### config.mk
export PLATFORM = sky130hd
export DESIGN_NAME = chunk_to_fragment_flat
export DESIGN_NICKNAME = d
export VERILOG_FILES = /design/src/rtl/chunk_to_fragment_if.sv /design/src/rtl/chunk_to_fragment.sv /design/src/flat_wrapper.sv
export SDC_FILE = /design/constraint.sdc
export NUM_CORES = 1
export LEC_CHECK = 0
export ABC_AREA = 1
export CAP_MARGIN = 10
export CORE_UTILIZATION = 25
export DETAILED_ROUTE_END_ITERATION = 6
export DONT_BUFFER_PORTS = 1
export PLACE_DENSITY = 0.38
export SLEW_MARGIN = 0
export SYNTH_ARGS = -nofsm -noshare
export SYNTH_HDL_FRONTEND = slang
export SYNTH_SLANG_ARGS = --single-unit
### constraint.sdc
create_clock -name i_clk -period 4.8 [get_ports i_clk]
set_input_delay 0.96 -clock i_clk [delete_from_list [all_inputs] [get_ports i_clk]]
set_output_delay 0.96 -clock i_clk [all_outputs]
set_load 0.02 [all_outputs]
### src/rtl/chunk_to_fragment_if.sv
// chunk_to_fragment_if: bundles the chunk-in and fragment-out handshakes.
// master is the unpacker's view, slave is the view of the surrounding logic.
interface chunk_to_fragment_if #(
    parameter int S_IN      = 8,
    parameter int S_MAX_OUT = 4,
    parameter int W         = 8
);
    localparam int SW = $clog2(S_MAX_OUT + 1);
    localparam int CW = $clog2(2 * S_IN + 1);

    logic                        i_chunk_valid;
    logic [S_IN-1:0][W-1:0]      i_chunk;
    logic                        o_us_ready;
    logic                        i_ds_ready;
    logic [SW-1:0]               i_req_size;
    logic                        o_frag_valid;
    logic [SW-1:0]               o_frag_size;
    logic [S_MAX_OUT-1:0][W-1:0] o_frag;
    logic [CW-1:0]               o_buf_cnt;

    modport master (
        input  i_chunk_valid, i_chunk, i_ds_ready, i_req_size,
        output o_us_ready, o_frag_valid, o_frag_size, o_frag, o_buf_cnt
    );

    modport slave (
        output i_chunk_valid, i_chunk, i_ds_ready, i_req_size,
        input  o_us_ready, o_frag_valid, o_frag_size, o_frag, o_buf_cnt
    );
endinterface

### src/rtl/chunk_to_fragment.sv
// chunk_to_fragment: unpacks S_IN-element chunks into downstream-sized fragments
// through a two-page ring buffer, so one chunk can land while the previous drains.
module chunk_to_fragment #(
    parameter int S_IN      = 8,
    parameter int S_MAX_OUT = 4,
    parameter int W         = 8
) (
    input logic                 i_clk,
    input logic                 i_async_rst_n,
    chunk_to_fragment_if.master bus
);
    localparam int N  = 2 * S_IN;
    localparam int PW = $clog2(N);
    localparam int AW = PW + 1;
    localparam int SW = $clog2(S_MAX_OUT + 1);
    localparam int CW = $clog2(N + 1);

    if (S_IN < 1 || S_MAX_OUT < 1 || S_MAX_OUT > S_IN) begin : g_param_check
        $error("chunk_to_fragment: requires 1 <= S_MAX_OUT <= S_IN");
    end

    logic [N-1:0][W-1:0] buf_q;
    logic [PW-1:0]       rd_ptr_q, rd_ptr_d;
    logic                wr_page_q, wr_page_d;
    logic [CW-1:0]       cnt_q, cnt_d;
    logic [SW-1:0]       clip, eff;
    logic [AW-1:0]       adv, idx;
    logic                push, pop;

    // Ready looks only at registered state, never at the downstream handshake.
    assign bus.o_us_ready   = i_async_rst_n && (cnt_q <= CW'(S_IN));
    assign push             = bus.i_chunk_valid && bus.o_us_ready;
    assign clip             = (bus.i_req_size > SW'(S_MAX_OUT)) ? SW'(S_MAX_OUT) : bus.i_req_size;
    assign eff              = (CW'(clip) > cnt_q) ? SW'(cnt_q) : clip;
    assign bus.o_frag_valid = eff != '0;
    assign bus.o_frag_size  = eff;
    assign bus.o_buf_cnt    = cnt_q;
    assign pop              = bus.o_frag_valid && bus.i_ds_ready;

    always_comb begin
        bus.o_frag = '0;
        idx = '0;
        for (int i = 0; i < S_MAX_OUT; i++) begin
            idx = {1'b0, rd_ptr_q} + AW'(i);
            if (SW'(i) < eff) bus.o_frag[i] = buf_q[PW'((idx >= AW'(N)) ? idx - AW'(N) : idx)];
        end
    end

    assign adv       = {1'b0, rd_ptr_q} + (pop ? AW'(eff) : AW'(0));
    assign rd_ptr_d  = PW'((adv >= AW'(N)) ? adv - AW'(N) : adv);
    assign wr_page_d = push ? ~wr_page_q : wr_page_q;
    assign cnt_d     = cnt_q + (push ? CW'(S_IN) : CW'(0)) - (pop ? CW'(eff) : CW'(0));

    always_ff @(posedge i_clk or negedge i_async_rst_n) begin
        if (!i_async_rst_n) begin
            rd_ptr_q  <= '0;
            wr_page_q <= 1'b0;
            cnt_q     <= '0;
        end else begin
            rd_ptr_q  <= rd_ptr_d;
            wr_page_q <= wr_page_d;
            cnt_q     <= cnt_d;
        end
    end

    // Storage needs no reset: reads are masked by eff, which is 0 while empty.
    always_ff @(posedge i_clk) begin
        if (push && wr_page_q) buf_q[N-1:S_IN] <= bus.i_chunk;
        if (push && !wr_page_q) buf_q[S_IN-1:0] <= bus.i_chunk;
    end
endmodule

### src/flat_wrapper.sv
// flat-port wrapper written by rule: the top's interface ports become plain ports
module chunk_to_fragment_flat 
#(
    parameter int S_IN      = 8,
    parameter int S_MAX_OUT = 4,
    parameter int W         = 8
)
  (i_clk, i_async_rst_n, bus_i_chunk_valid, bus_i_chunk, bus_i_ds_ready, bus_i_req_size, bus_o_us_ready, bus_o_frag_valid, bus_o_frag_size, bus_o_frag, bus_o_buf_cnt);
  chunk_to_fragment_if #(.S_IN(S_IN), .S_MAX_OUT(S_MAX_OUT), .W(W)) bus_i ();
  input logic i_clk;
  input logic i_async_rst_n;
  input wire logic [$bits(bus_i.i_chunk_valid)-1:0] bus_i_chunk_valid;
  input wire logic [$bits(bus_i.i_chunk)-1:0] bus_i_chunk;
  input wire logic [$bits(bus_i.i_ds_ready)-1:0] bus_i_ds_ready;
  input wire logic [$bits(bus_i.i_req_size)-1:0] bus_i_req_size;
  output wire logic [$bits(bus_i.o_us_ready)-1:0] bus_o_us_ready;
  output wire logic [$bits(bus_i.o_frag_valid)-1:0] bus_o_frag_valid;
  output wire logic [$bits(bus_i.o_frag_size)-1:0] bus_o_frag_size;
  output wire logic [$bits(bus_i.o_frag)-1:0] bus_o_frag;
  output wire logic [$bits(bus_i.o_buf_cnt)-1:0] bus_o_buf_cnt;
  assign bus_i.i_chunk_valid = bus_i_chunk_valid;
  assign bus_i.i_chunk = bus_i_chunk;
  assign bus_i.i_ds_ready = bus_i_ds_ready;
  assign bus_i.i_req_size = bus_i_req_size;
  assign bus_o_us_ready = bus_i.o_us_ready;
  assign bus_o_frag_valid = bus_i.o_frag_valid;
  assign bus_o_frag_size = bus_i.o_frag_size;
  assign bus_o_frag = bus_i.o_frag;
  assign bus_o_buf_cnt = bus_i.o_buf_cnt;
  chunk_to_fragment #(.S_IN(S_IN), .S_MAX_OUT(S_MAX_OUT), .W(W)) u_core (.i_clk(i_clk), .i_async_rst_n(i_async_rst_n), .bus(bus_i));
endmodule
-- Word level (Yosys, flattened, before mapping)
Cells that the tools add are included.
- bitwise gates (word level): 1
- $lt $le $gt $ge: 16
- reduce and logical (&&, ||, !) cells: 7
- mux-type cells: 21
- add/sub/neg operators: 11
- operator list (kind ; number):
    8-bit binary-select mux with 4-bit select ; 4
    8-bit 2-to-1 mux ; 8
    4-bit 2-to-1 mux ; 6
    5-bit greater-or-equal comparator, second input constant ; 4
    4-bit by 5-bit < comparator with 1-bit output, second input constant ; 4
    4-bit by 1-bit subtractor with 4-bit output, second input constant ; 5
    4-bit by 2-bit adder with 5-bit output, second input constant ; 2
    3-bit 2-to-1 mux ; 3
    1-bit by 3-bit < comparator with 1-bit output, first input constant ; 2
    2-bit by 3-bit < comparator with 1-bit output, first input constant ; 2
    4-bit by 1-bit adder with 5-bit output, second input constant ; 1
    4-bit by 3-bit adder with 5-bit output ; 1
    5-bit adder ; 1
    4-bit by 5-bit greater-or-equal comparator with 1-bit output, second input constant ; 1
    3-bit by 5-bit > comparator with 1-bit output ; 1
    5-bit by 4-bit less-or-equal comparator with 1-bit output, second input constant ; 1
    1-bit logical AND ; 5
    5-bit subtractor ; 1
    3-bit > comparator, second input constant ; 1
    3-bit nonzero test ; 1
    1-bit zero test ; 1
    1-bit NOT ; 1
- register bits: 138
- word-level logic and storage cells: 75
- input port bits: 71

-- Depth between registers and ports, before layout
- depth in word-level cells: 10
- gate-level depth with buffers: 17

-- Worst setup path before layout
No wires, ideal clock.
- path type: input-to-reg
- start: in i_async_rst_n
- end: reg u_core.buf_q[100] (netlist name) (enable)
- library setup time: 487 ps
- buffers on the path: 0
- data required time: 4313 ps
- data arrival time: 4532 ps
- stages: 4
- slack: -219 ps
- cells stage by stage: inv_1 -> a211oi_1 -> nand2_1 -> nor2_1
- longest elaborated chain between the ends: 3
- ends and longest elaborated chain (what ; line ; source):
    start: declaration ; flat_wrapper.sv:11 ; input logic i_async_rst_n;
    1-bit logical AND ; chunk_to_fragment.sv:31 ; assign bus.o_us_ready = i_async_rst_n && (cnt_q <= CW'(S_IN));
    named net bus_o_us_ready ; flat_wrapper.sv:16 ; output wire logic [$bits(bus_i.o_us_ready)-1:0] bus_o_us_ready;
    1-bit logical AND ; chunk_to_fragment.sv:32 ; assign push = bus.i_chunk_valid && bus.o_us_ready;
    1-bit logical AND ; chunk_to_fragment.sv:68 ; if (push && wr_page_q) buf_q[N-1:S_IN] <= bus.i_chunk;
    end signal: indexed assignment ; chunk_to_fragment.sv:68 ;
    end signal: indexed assignment ; chunk_to_fragment.sv:69 ; if (push && !wr_page_q) buf_q[S_IN-1:0] <= bus.i_chunk;
    end: declaration ; chunk_to_fragment.sv:22 ; logic [N-1:0][W-1:0] buf_q;
The timed path passes the listed nets, and every way through them passes these cells.
A chain may end at the register's enable or synchronous reset.

-- Worst setup path in the final report
- start: in bus_i_req_size[2]
- end: out bus_o_frag[23]
- longest elaborated chain between the ends: 6
- ends and longest elaborated chain (what ; line ; source):
    start: declaration ; flat_wrapper.sv:15 ; input wire logic [$bits(bus_i.i_req_size)-1:0] bus_i_req_size;
    3-bit > comparator ; chunk_to_fragment.sv:33 ; assign clip = (bus.i_req_size > SW'(S_MAX_OUT)) ? SW'(S_MAX_OUT) : bus.i_req_size;
    3-bit 2-to-1 mux (*) ; chunk_to_fragment.sv:33 ;
    3-bit by 5-bit > comparator with 1-bit output ; chunk_to_fragment.sv:34 ; assign eff = (CW'(clip) > cnt_q) ? SW'(cnt_q) : clip;
    3-bit 2-to-1 mux (*) ; chunk_to_fragment.sv:34 ;
    2-bit by 3-bit < comparator with 1-bit output (*) ; chunk_to_fragment.sv:45 ; if (SW'(i) < eff) bus.o_frag[i] = buf_q[PW'((idx >= AW'(N)) ? idx - AW'(N) : idx)];
    8-bit 2-to-1 mux (*) ; chunk_to_fragment.sv:45 ;
    end: declaration ; flat_wrapper.sv:19 ; output wire logic [$bits(bus_i.o_frag)-1:0] bus_o_frag;
Mark *: on every way between the ends. The rest lies on a longest branch, timed or not.

==> results.py <==
metrics = {
    "drt": {
        "drtPass1Iterations": 6,
        "ant_nets": 0,
        "drc": 0,
        "via_per_inst": 5.08,
        "vias": 8059,
        "wl_per_cell_um": 21.0,
        "routed_wl_um": 33200,
        "drt_iter0_drc": 590,
    },
    "sta": {
        "clock_skew_ns": 0.0147,
        "period_needed_ns": 4.14,
        "setup_violations": 0,
        "fmax_mhz": 242,
        "whs_ns": 0.205,
        "drv_slew": 0,
        "max-slew-margin-rel_pct": 28.7,
        "post-route-period-util_pct": 86.2,
        "fin_setup_tns_ns": 0,
        "rsz0062_at_grt": "no",
        "worstMarginPinSlew_ns": 1.07,
        "hold_violations": 0,
    },
    "yosys": {
        "synth-adder-area-share_pct": 2.87,
        "synth_top_family_by_area": "simple AND/OR/NAND/NOR gates",
        "synth_nets": 1215,
        "yosys.cell_types.count": 28,
        "synth_top_cell_by_area": "edfxtp_1",
        "synth-simple-area-share_pct": 40.2,
        "avgSynthCellArea_um2": 7.84,
        "ys_warn_count": 0,
        "ys_seq_elements": 138,
        "syn_inst": 1125,
        "syn-cell-area_um2": 8820,
        "synth_seq_area_share_pct": 46.4,
        "muxShareOfSynthArea_pct": 0,
        "synth_compound_area_share_pct": 2.28,
        "synthXorXnorAreaFrac_pct": 1.22,
        "synth_area_leaders": "edfxtp_1, nand3_1, nand2_1",
        "synth_top_area_share_pct": 43.6,
    },
    "setup_path": {
        "rr_worst_depth": 15,
        "crit_top_cell": "nand2_1",
        "r2r-end": "u_core.bus.o_buf_cnt[3]",
        "slowest_delay_ns": 0.35,
        "path_class": "primary input to output port",
        "path_buf_inv": 4,
        "endpoint_kind": "output port",
        "reg2reg_slack_ns": 1.90,
        "crit_arrival_ns": 3.18,
        "crit_slowest_cell": "nor2_1",
        "crit_start": "bus_i_req_size[2]",
        "timing.rr.start": "u_core.bus.o_buf_cnt[2]",
        "cp-start-kind": "primary input",
        "crit_path_cell_trace": "inv_1 > o21ai_0 > inv_1 > ha_1 > nand3_1 > nand2_1 > inv_1 > nand2_1 > nand2_1 > nand2_1 > nand2_1 > nand2_1 > buf_4 > nor2_1",
        "required_ns": 3.84,
        "cpLargestDelayFamily": "simple AND/OR/NAND/NOR gates",
        "crit_end": "bus_o_frag[23]",
        "crit_fanout": 6,
        "critical_path_depth": 14,
    },
    "placement": {
        "place.gp.congestion": 0.834,
        "placed_area_um2": 9350,
        "dp_hpwl_um": 23400,
        "port_buffers": 0,
    },
    "floorplan": {
        "die_height_um": 190,
        "row_count": 68,
        "coreArea_um2": 34600,
        "die_w_um": 190,
        "dieArea_um2": 36000,
        "io_pins": 113,
        "start_util_pct": 25.5,
    },
    "clock_tree": {
        "hold_buffers": 0,
        "clock_latency_ns": 0.44,
        "numCtsBuffers": 17,
        "clock_tree.root_cell": "clkbuf_16",
        "cts_num_sinks": 138,
        "h-tree-depth": 4,
        "cts.repair.resized": 0,
        "cts_setup_buffers": 0,
        "cts_tree": "yes",
        "cts.clk_slew.worst_paths_ns": 0.07,
        "cts_buffer_depth": 2,
    },
    "run_status": {
        "status": "complete, no violations",
    },
    "finish": {
        "regArea_um2": 4100,
        "nFillCells": 3738,
        "layout_commonest_cell": "nand3_1",
        "fin_area_um2": 9930,
        "final_cell_mix": "nand3_1, nand2_1, edfxtp_1, inv_1, buf_4",
        "multi_input_area_um2": 4110,
        "diodes": 0,
        "syn_to_final_growth_pct": 12.6,
        "nNetsFinal": 1207,
        "drive_above_1_share_pct": 8.14,
    },
    "global_route": {
        "grt_pass1_vias": 7783,
        "track_usage_pct": 18.8,
        "grt_use_met1_pct": 24.5,
        "grt_pass1_wl_um": 49500,
        "met2_usage_pct": 30.7,
        "grt_max_degree": 124,
        "antenna_found_initial": 0,
        "busiest_layer": "met2",
        "grt_overflow": 0,
        "grtUsageMet3_pct": 3.82,
    },
    "min_path": {
        "hold_path.class": "primary input to async pin",
    },
    "job": {
        "maxCapViolCount": 0,
    },
}
==> synthesized netlist by cell type <==
cell and count:
clkbuf_1 10, dfrtp_1 10, nor2_4 2, o21ai_0 8
inv_1 47, clkinv_1 1, inv_4 3, a21oi_1 10
edfxtp_1 128, xnor2_1 4, and3_1 1, nor2_1 29
fa_1 2, o21ai_1 7, nand3_2 1, a211oi_1 1
buf_6 12, buf_1 5, o21ai_4 1, ha_1 17
inv_2 5, buf_4 2, o211ai_1 7, nand2_1 363
buf_2 39, nand3_1 406, xnor2_4 2, xor2_1 2
==> cell families (layout without fill, tap and decap cells) <==
group                      after synthesis  in the layout
and+or+nand+nor                        802            802
adders and majority gates               19             19
xor gates and xnor gates                 8              8
DFF                                    138            138
AOI/OAI and AO/OA                       34             34
buffers and inverters                  124            129
==> state kept, by name, summed over array words and instances (netlist names) <==
signal	flops
u_core.bus.o_buf_cnt	5
u_core.buf_q	128
u_core.wr_page_q	1
u_core.rd_ptr_q	4
==> per-layer routing <==
| metal | vias to the layer above | share of wire [%] |
|---|---|---|
| met2 | 282 | 48 |
| met4 | 0 | 2.3 |
| met3 | 34 | 5.8 |
| met1 | 3876 | 44 |
| li1 | 3867 | - |
| met5 | - | 0 |
==> metrics by stage <==
| stage | setup WS [ns] | util [%] | instances |
|---|---|---|---|
| after floorplan | 0.834 | - | 1125 |
| after global placement | 0.765 | 27.0 | 1553 |
| after detailed placement | 0.638 | 27.0 | 1553 |
| after CTS | 0.637 | 28.7 | 1585 |
| after global routing | 0.444 | 28.7 | 1585 |
| final | 0.664 | 28.7 | 1585 |
==> area by class of cell <==
class,count,area share [%]
Clock buffer,17,4.28
Inverter,56,2.19
Multi-Input combinational cell,863,41.4
Timing Repair Buffer,41,3.48
Sequential cell,138,41.3
Tap cell,455,5.73
Clock inverter,15,1.59
==> how the worst min path moves through the flow <==
stage / from / end / slack [ns] / cells after the start
after floorplan: u_core.wr_page_q / u_core.wr_page_q / 0.44 / 2
after global placement: u_core.wr_page_q / u_core.wr_page_q / 0.45 / 2
after detailed placement: u_core.wr_page_q / u_core.wr_page_q / 0.47 / 2
after CTS: i_async_rst_n / u_core.rd_ptr_q[0] / 0.19 / 0
after global routing: i_async_rst_n / u_core.bus.o_buf_cnt[3] / 0.18 / 0
final: i_async_rst_n / u_core.rd_ptr_q[0] / 0.21 / 0
Power is not shown: default switching activity piles up to over one toggle a cycle in this logic, so the estimate is an artifact.
